File: src/rtl/ysyx_25040105_mc_core_ctrl.sv
// Multi-cycle sequencer for the ysyx_25040105 core: owns pc, the instruction register,
// the fetch and load/store handshakes, write-back, halt and the cycle/instret counters.
module ysyx_25040105_mc_core_ctrl #(
  parameter int unsigned     XLEN     = 32,
  parameter logic [XLEN-1:0] RESET_PC = XLEN'(32'h8000_0000),
  parameter int unsigned     TIMEOUT  = 255
) (
  input  logic              clk,
  input  logic              rst,
  // instruction fetch
  output logic              if_req_valid,
  input  logic              if_req_ready,
  output logic [XLEN-1:0]   if_addr,
  input  logic              if_rsp_valid,
  input  logic [31:0]       if_rsp_data,
  output logic [31:0]       inst,
  output logic [XLEN-1:0]   pc,
  // decode results, meaningful in EXEC only
  input  logic              dec_jump_en,
  input  logic [XLEN-1:0]   dec_jump_addr,
  input  logic              dec_reg_wen,
  input  logic [XLEN-1:0]   dec_alu_result,
  input  logic              dec_mem_ren,
  input  logic              dec_mem_wen,
  input  logic [1:0]        dec_mem_len,
  input  logic              dec_load_signed,
  input  logic [XLEN-1:0]   dec_mem_addr,
  input  logic [XLEN-1:0]   dec_mem_wdata,
  input  logic              dec_is_ebreak,
  input  logic              a0_zero,
  // load/store
  output logic              ls_req_valid,
  input  logic              ls_req_ready,
  output logic              ls_req_wen,
  output logic [XLEN-1:0]   ls_addr,
  output logic [XLEN-1:0]   ls_wdata,
  output logic [XLEN/8-1:0] ls_wmask,
  input  logic              ls_rsp_valid,
  input  logic [XLEN-1:0]   ls_rsp_rdata,
  // write-back and status
  output logic              rf_wen,
  output logic [XLEN-1:0]   rf_wdata,
  output logic              retire,
  output logic              halt,
  output logic [1:0]        halt_code,
  output logic [63:0]       mcycle,
  output logic [63:0]       minstret
);

  localparam int unsigned BW = XLEN / 8;
  localparam int unsigned OW = $clog2(BW);

  localparam logic [2:0] S_RESET      = 3'd0;
  localparam logic [2:0] S_FETCH_REQ  = 3'd1;
  localparam logic [2:0] S_FETCH_WAIT = 3'd2;
  localparam logic [2:0] S_EXEC       = 3'd3;
  localparam logic [2:0] S_MEM_REQ    = 3'd4;
  localparam logic [2:0] S_MEM_WAIT   = 3'd5;
  localparam logic [2:0] S_WB         = 3'd6;
  localparam logic [2:0] S_HALT       = 3'd7;

  localparam logic [1:0] HC_GOOD     = 2'd0;
  localparam logic [1:0] HC_BAD      = 2'd1;
  localparam logic [1:0] HC_TIMEOUT  = 2'd2;
  localparam logic [1:0] HC_MISALIGN = 2'd3;

  logic [2:0]      state_q, state_d;
  logic [XLEN-1:0] pc_q, pc_d, npc_q, npc_d;
  logic [31:0]     inst_q, inst_d;
  logic [XLEN-1:0] wb_data_q, wb_data_d;
  logic            wb_wen_q, wb_wen_d;
  logic [XLEN-1:0] maddr_q, maddr_d, mwdata_q, mwdata_d;
  logic [1:0]      mlen_q, mlen_d;
  logic            mwen_q, mwen_d, msigned_q, msigned_d;
  logic [1:0]      halt_code_q, halt_code_d;
  logic [31:0]     tmo_q, tmo_d;
  logic [63:0]     mcycle_q, minstret_q;

  logic            misaligned;
  logic            tmo_expire;
  logic [OW-1:0]   moff;
  logic [BW-1:0]   wmask_base;
  logic [XLEN-1:0] rd_shifted, rd_mask, rd_top, load_data;

  // D accesses have no natural home on a 32-bit datapath, so they trap like a misalignment.
  always_comb begin
    unique case (dec_mem_len)
      2'd0:    misaligned = 1'b0;
      2'd1:    misaligned = dec_mem_addr[0];
      2'd2:    misaligned = |dec_mem_addr[1:0];
      default: misaligned = (XLEN != 64) || (|dec_mem_addr[2:0]);
    endcase
  end

  assign tmo_expire = (TIMEOUT != 0) && (tmo_q == 32'(TIMEOUT - 1));
  assign moff       = maddr_q[OW-1:0];

  always_comb begin
    unique case (mlen_q)
      2'd0:    begin wmask_base = BW'(8'h01); rd_mask = XLEN'(64'hFF);        end
      2'd1:    begin wmask_base = BW'(8'h03); rd_mask = XLEN'(64'hFFFF);      end
      2'd2:    begin wmask_base = BW'(8'h0F); rd_mask = XLEN'(64'hFFFF_FFFF); end
      default: begin wmask_base = BW'(8'hFF); rd_mask = '1;                   end
    endcase
  end

  // The sign bit is the top bit of the truncated field, located by the mask's MSB.
  assign rd_shifted = ls_rsp_rdata >> {moff, 3'b000};
  assign rd_top     = rd_mask & ~(rd_mask >> 1);
  assign load_data  = (rd_shifted & rd_mask)
                    | ((msigned_q && |(rd_shifted & rd_top)) ? ~rd_mask : '0);

  // NOTE: every next-state signal takes its hold value first so no path infers a latch.
  always_comb begin
    state_d     = state_q;
    pc_d        = pc_q;
    npc_d       = npc_q;
    inst_d      = inst_q;
    wb_data_d   = wb_data_q;
    wb_wen_d    = wb_wen_q;
    maddr_d     = maddr_q;
    mwdata_d    = mwdata_q;
    mlen_d      = mlen_q;
    mwen_d      = mwen_q;
    msigned_d   = msigned_q;
    halt_code_d = halt_code_q;
    tmo_d       = tmo_q;
    unique case (state_q)
      S_RESET: state_d = S_FETCH_REQ;
      S_FETCH_REQ: begin
        if (if_req_ready) begin
          state_d = S_FETCH_WAIT;
          tmo_d   = '0;
        end
      end
      S_FETCH_WAIT: begin
        if (if_rsp_valid) begin
          inst_d  = if_rsp_data;
          state_d = S_EXEC;
        end else if (tmo_expire) begin
          halt_code_d = HC_TIMEOUT;
          state_d     = S_HALT;
        end else begin
          tmo_d = tmo_q + 32'd1;
        end
      end
      S_EXEC: begin
        npc_d     = dec_jump_en ? dec_jump_addr : pc_q + XLEN'(4);
        wb_data_d = dec_alu_result;
        wb_wen_d  = dec_reg_wen;
        if (dec_is_ebreak) begin
          halt_code_d = a0_zero ? HC_GOOD : HC_BAD;
          state_d     = S_HALT;
        end else if (dec_mem_ren || dec_mem_wen) begin
          if (misaligned) begin
            halt_code_d = HC_MISALIGN;
            state_d     = S_HALT;
          end else begin
            maddr_d   = dec_mem_addr;
            mwdata_d  = dec_mem_wdata;
            mlen_d    = dec_mem_len;
            mwen_d    = dec_mem_wen;
            msigned_d = dec_load_signed;
            state_d   = S_MEM_REQ;
          end
        end else begin
          state_d = S_WB;
        end
      end
      S_MEM_REQ: begin
        if (ls_req_ready) begin
          state_d = S_MEM_WAIT;
          tmo_d   = '0;
        end
      end
      S_MEM_WAIT: begin
        if (ls_rsp_valid) begin
          if (!mwen_q) begin
            wb_data_d = load_data;
            wb_wen_d  = 1'b1;
          end
          state_d = S_WB;
        end else if (tmo_expire) begin
          halt_code_d = HC_TIMEOUT;
          state_d     = S_HALT;
        end else begin
          tmo_d = tmo_q + 32'd1;
        end
      end
      S_WB: begin
        pc_d    = npc_q;
        state_d = S_FETCH_REQ;
      end
      default: ;  // S_HALT is sticky until reset
    endcase
  end

  // NOTE: state updates use non-blocking assignments and reset asynchronously on rst low.
  always_ff @(posedge clk or negedge rst) begin
    if (!rst) begin
      state_q     <= S_RESET;
      pc_q        <= RESET_PC;
      npc_q       <= '0;
      inst_q      <= '0;
      wb_data_q   <= '0;
      wb_wen_q    <= 1'b0;
      maddr_q     <= '0;
      mwdata_q    <= '0;
      mlen_q      <= '0;
      mwen_q      <= 1'b0;
      msigned_q   <= 1'b0;
      halt_code_q <= '0;
      tmo_q       <= '0;
      mcycle_q    <= '0;
      minstret_q  <= '0;
    end else begin
      state_q     <= state_d;
      pc_q        <= pc_d;
      npc_q       <= npc_d;
      inst_q      <= inst_d;
      wb_data_q   <= wb_data_d;
      wb_wen_q    <= wb_wen_d;
      maddr_q     <= maddr_d;
      mwdata_q    <= mwdata_d;
      mlen_q      <= mlen_d;
      mwen_q      <= mwen_d;
      msigned_q   <= msigned_d;
      halt_code_q <= halt_code_d;
      tmo_q       <= tmo_d;
      if (state_q != S_RESET && state_q != S_HALT) mcycle_q <= mcycle_q + 64'd1;
      if (state_q == S_WB) minstret_q <= minstret_q + 64'd1;
    end
  end

  // Request payloads come straight from registers, so they stay stable while valid waits.
  assign if_req_valid = (state_q == S_FETCH_REQ);
  assign if_addr      = pc_q;
  assign inst         = inst_q;
  assign pc           = pc_q;

  assign ls_req_valid = (state_q == S_MEM_REQ);
  assign ls_req_wen   = mwen_q;
  assign ls_addr      = maddr_q & ~XLEN'(BW - 1);
  assign ls_wdata     = mwdata_q << {moff, 3'b000};
  assign ls_wmask     = wmask_base << moff;

  assign retire       = (state_q == S_WB);
  assign rf_wen       = (state_q == S_WB) && wb_wen_q;
  assign rf_wdata     = wb_data_q;
  assign halt         = (state_q == S_HALT);
  assign halt_code    = halt_code_q;
  assign mcycle       = mcycle_q;
  assign minstret     = minstret_q;

endmodule

File: config.mk
export PLATFORM = sky130hd
export DESIGN_NAME = ysyx_25040105_mc_core_ctrl
export DESIGN_NICKNAME = d
export VERILOG_FILES = /design/src/rtl/ysyx_25040105_mc_core_ctrl.sv
export SDC_FILE = /design/constraint.sdc
export NUM_CORES = 1
export LEC_CHECK = 0
export ABC_AREA = 1
export CORE_MARGIN = 8
export CORE_UTILIZATION = 56
export DETAILED_ROUTE_END_ITERATION = 6
export DONT_BUFFER_PORTS = 1
export PLACE_DENSITY = 0.82
export RECOVER_POWER = 100
export SKIP_LAST_GASP = 1
export SYNTH_ARGS = -nofsm -noshare
export SYNTH_HDL_FRONTEND = slang
export SYNTH_SLANG_ARGS = --single-unit
File: constraint.sdc
create_clock -name clk -period 2.1 [get_ports clk]
set_input_delay 0.105 -clock clk [delete_from_list [all_inputs] [get_ports clk]]
set_output_delay 0.105 -clock clk [all_outputs]
set_load 0.05 [all_outputs]
==> results.yml <==
die:
  die_x_microns: 212
  dieArea_sq_um: 45000
  rows: 72
  start_util_pct: 56.3
  io_pins: 539
  dieHeight_microns: 212
  core_sq_um: 38300
cells_and_area:
  fin_cells: 4053
  final_common_cell: "nand2_1"
  final_net_count: 3711
  num-fill-cells: 3121
  final_cell_mix: "1105 x nand2_1, 489 x nor2_1, 355 x dfrtp_1"
  final_layout_size_suffix_gt1_share_pct: 9.30
  area_delta_synth_final_pct: 24.5
cts:
  numCtsBuffers: 41
  clock-sinks: 362
  cts-root-buf: "clkbuf_16"
  clock_latency_ns: 0.58
  cts_hold_buf: 202
  h-tree-depth: 2
  clockBufferDepth: 3
  cts_tree: "done"
  path_clk_slew_ns: 0.06
global_routing:
  antenna_found_initial: 4
  overflow: 0
  grt_max_degree: 363
  grt_pass1_vias: 22500
  grt_pass1_wl_mm: 129
  grt.total_usage_pct: 36.7
yosys:
  synthCells: 3122
  synth_cell_type_count: 41
  synth_seq_cells: 362
  syn_avg_cell_area_sq_um: 6.90
  yosysSeqAreaShare_pct: 42.1
  yosysWarnings: 0
  netlist_area_sq_um: 21500
pwr:
  leakage_nw: 12.1
  powerDensity_nw_per_um2: 558
  vdd_drop_max_mv: 0.529
  p_total_mw: 15.0
timing:
  setup_viol: 1
  relSlewSlack_pct: 39.4
  holdWs_ns: -0.757
  worst_slew_pin_slew_ns: 0.908
  period_needed_ns: 2.11
  slew_violations: 0
  finalHoldViolations: 362
  rsz0062_at_grt: "yes"
  clock.fmax_mhz: 473
  period_share_pct: 101
  setup_slack_ns: -0.0142
  skew_ns: 0.0246
critical_path:
  worst_ep_arrival_time_ns: 2.01
  critPathKind: "register to output port"
  crit_start: "maddr_q[0]$_DFFE_PN0P_"
  required_ns: 2.00
  endpoint_kind: "output port"
  r2r_start: "maddr_q[0]$_DFFE_PN0P_"
  critPathLaunchType: "register"
  crit_fanout: 5
  reg2reg_setup_slack_ns: 0.02
routing:
  drt-total-wl_mm: 85.8
  wl_per_cell_microns: 21.2
  postRouteAntennaNets: 0
  first_pass_iters: 6
  drt-initial-drc-count: 2764
  drcViolationCount: 0
  vias: 23200
  vias_per_cell: 5.71
placement:
  dp_hpwl_mm: 60.7
  gp_congestion: 1.02
  place_inst: 3749
  place_ws_ns: 0.0772
  numPortBuffers: 0
run_status:
  violations: "hold timing, setup timing"
  outcome: "complete, but fails checks"
run:
  cap_viol_max_count: 0
min_path:
  min_path_type: "primary input to async pin"
-- final timing paths --
check	end	cells past startpoint
min in group clk	rf_wdata[15]$_DFFE_PN0P_	8
worst min register to register	if_addr[6]$_DFFE_PN0P_	2
worst max-delay path	ls_wdata[23]	6
max in group asynchronous	tmo_q[23]$_DFFE_PN0P_	0
worst min-delay path	minstret[14]$_DFFE_PN0P_	0
worst max register to register	rf_wdata[0]$_DFFE_PN0P_	7
-- cell type report --
cell class	count	area, sq um	share of cell area (%)
clock inverters	12	154	0.574
well taps	518	648	2.42
flip-flops and latches	362	9070	33.8
repair buffers	488	3970	14.8
multi-input cells	2319	10700	39.7
inverters	287	1090	4.06
clock buffers	60	1220	4.54
diodes	7	17.5	0.0653
-- synth_stat cells (all sizes together) --
cell type	count	area, sq um
a21oi	60	300
a22oi	11	82.6
a31oi	13	81.3
and3	2	12.5
buf	107	713
clkbuf	48	180
clkinv	1	3.75
conb	1	3.75
dfrtp	361	9030
dfstp	1	26.3
ha	5	62.6
inv	286	1070
mux2	32	360
nand2	1109	4180
nand3	136	721
nand3b	20	150
nand4	28	190
nor2	520	2020
nor3	13	65.1
nor4	2	12.5
o211ai	4	30.0
o21a	24	180
o21ai	242	1260
o22ai	8	50.1
o32ai	1	8.76
or2	6	37.5
xnor2	31	272
xor2	50	438
-- where the power goes --
group | total (mW) | leakage [nW] | internal (mW) | switching, mW
Sequential | 7.01 | 4.86 | 6.99 | 0.0218
Clock | 7.46 | 0.668 | 4.39 | 3.07
Combinational | 0.499 | 6.60 | 0.292 | 0.207
-- layer usage --
metal / global-route usage [%] / part of all wire [%]
met3: 9.54 / 11
met1: 43.8 / 36
met4: 19.4 / 6.2
met2: 60.5 / 46
met5: 0 / 0.062
-- worst max-delay path, stage by stage (launching register included) --
cell and delay, ns:
dfrtp_2 0.44, clkinvlp_4 0.13, buf_4 0.14, buf_4 0.10
nor2_1 0.04, o32ai_2 0.36, buf_6 0.22
-- registers in the layout (all words and copies together), names as in the netlist, 32 cells and up --
name      cells
mwdata_q     32
minstret     64
mcycle       64
inst         32
npc_q        32
if_addr      32
rf_wdata     32
tmo_q        32
maddr_q      32
-- metrics by stage --
step | utilization (%) | area [sq um] | TNS, ns
finish | 70.0 | 26800 | -0.0142
global route | 70.0 | 26800 | -0.811
CTS | 71.0 | 27200 | -0.0196
detailed placement | 61.9 | 23700 | 0
global placement | 61.9 | 23700 | 0
floorplan | - | 21600 | 0
-- kinds of logic after synthesis --
kind of cell,after synthesis,share of synthesized area [%]
AO/OA/AOI/OAI,363,9.23
adder cells (fa/ha/maj),5,0.290
multiplexers,32,1.67
other,1,0.0174
AND/OR/NAND/NOR,1836,34.3
XOR/XNOR,81,3.29
flip-flops,362,42.1
buffers and inverters,442,9.15
-- repair_timing --
item                                    in CTS  in global routing
endpoints found under the setup margin      19                 64
hold endpoints to repair                   532                362
gates cloned                                 1                  3
buffers inserted                             3                 16
pin swaps                                    0                  2
resized for setup                           13                 24
Power figures use the tool's default switching activity.
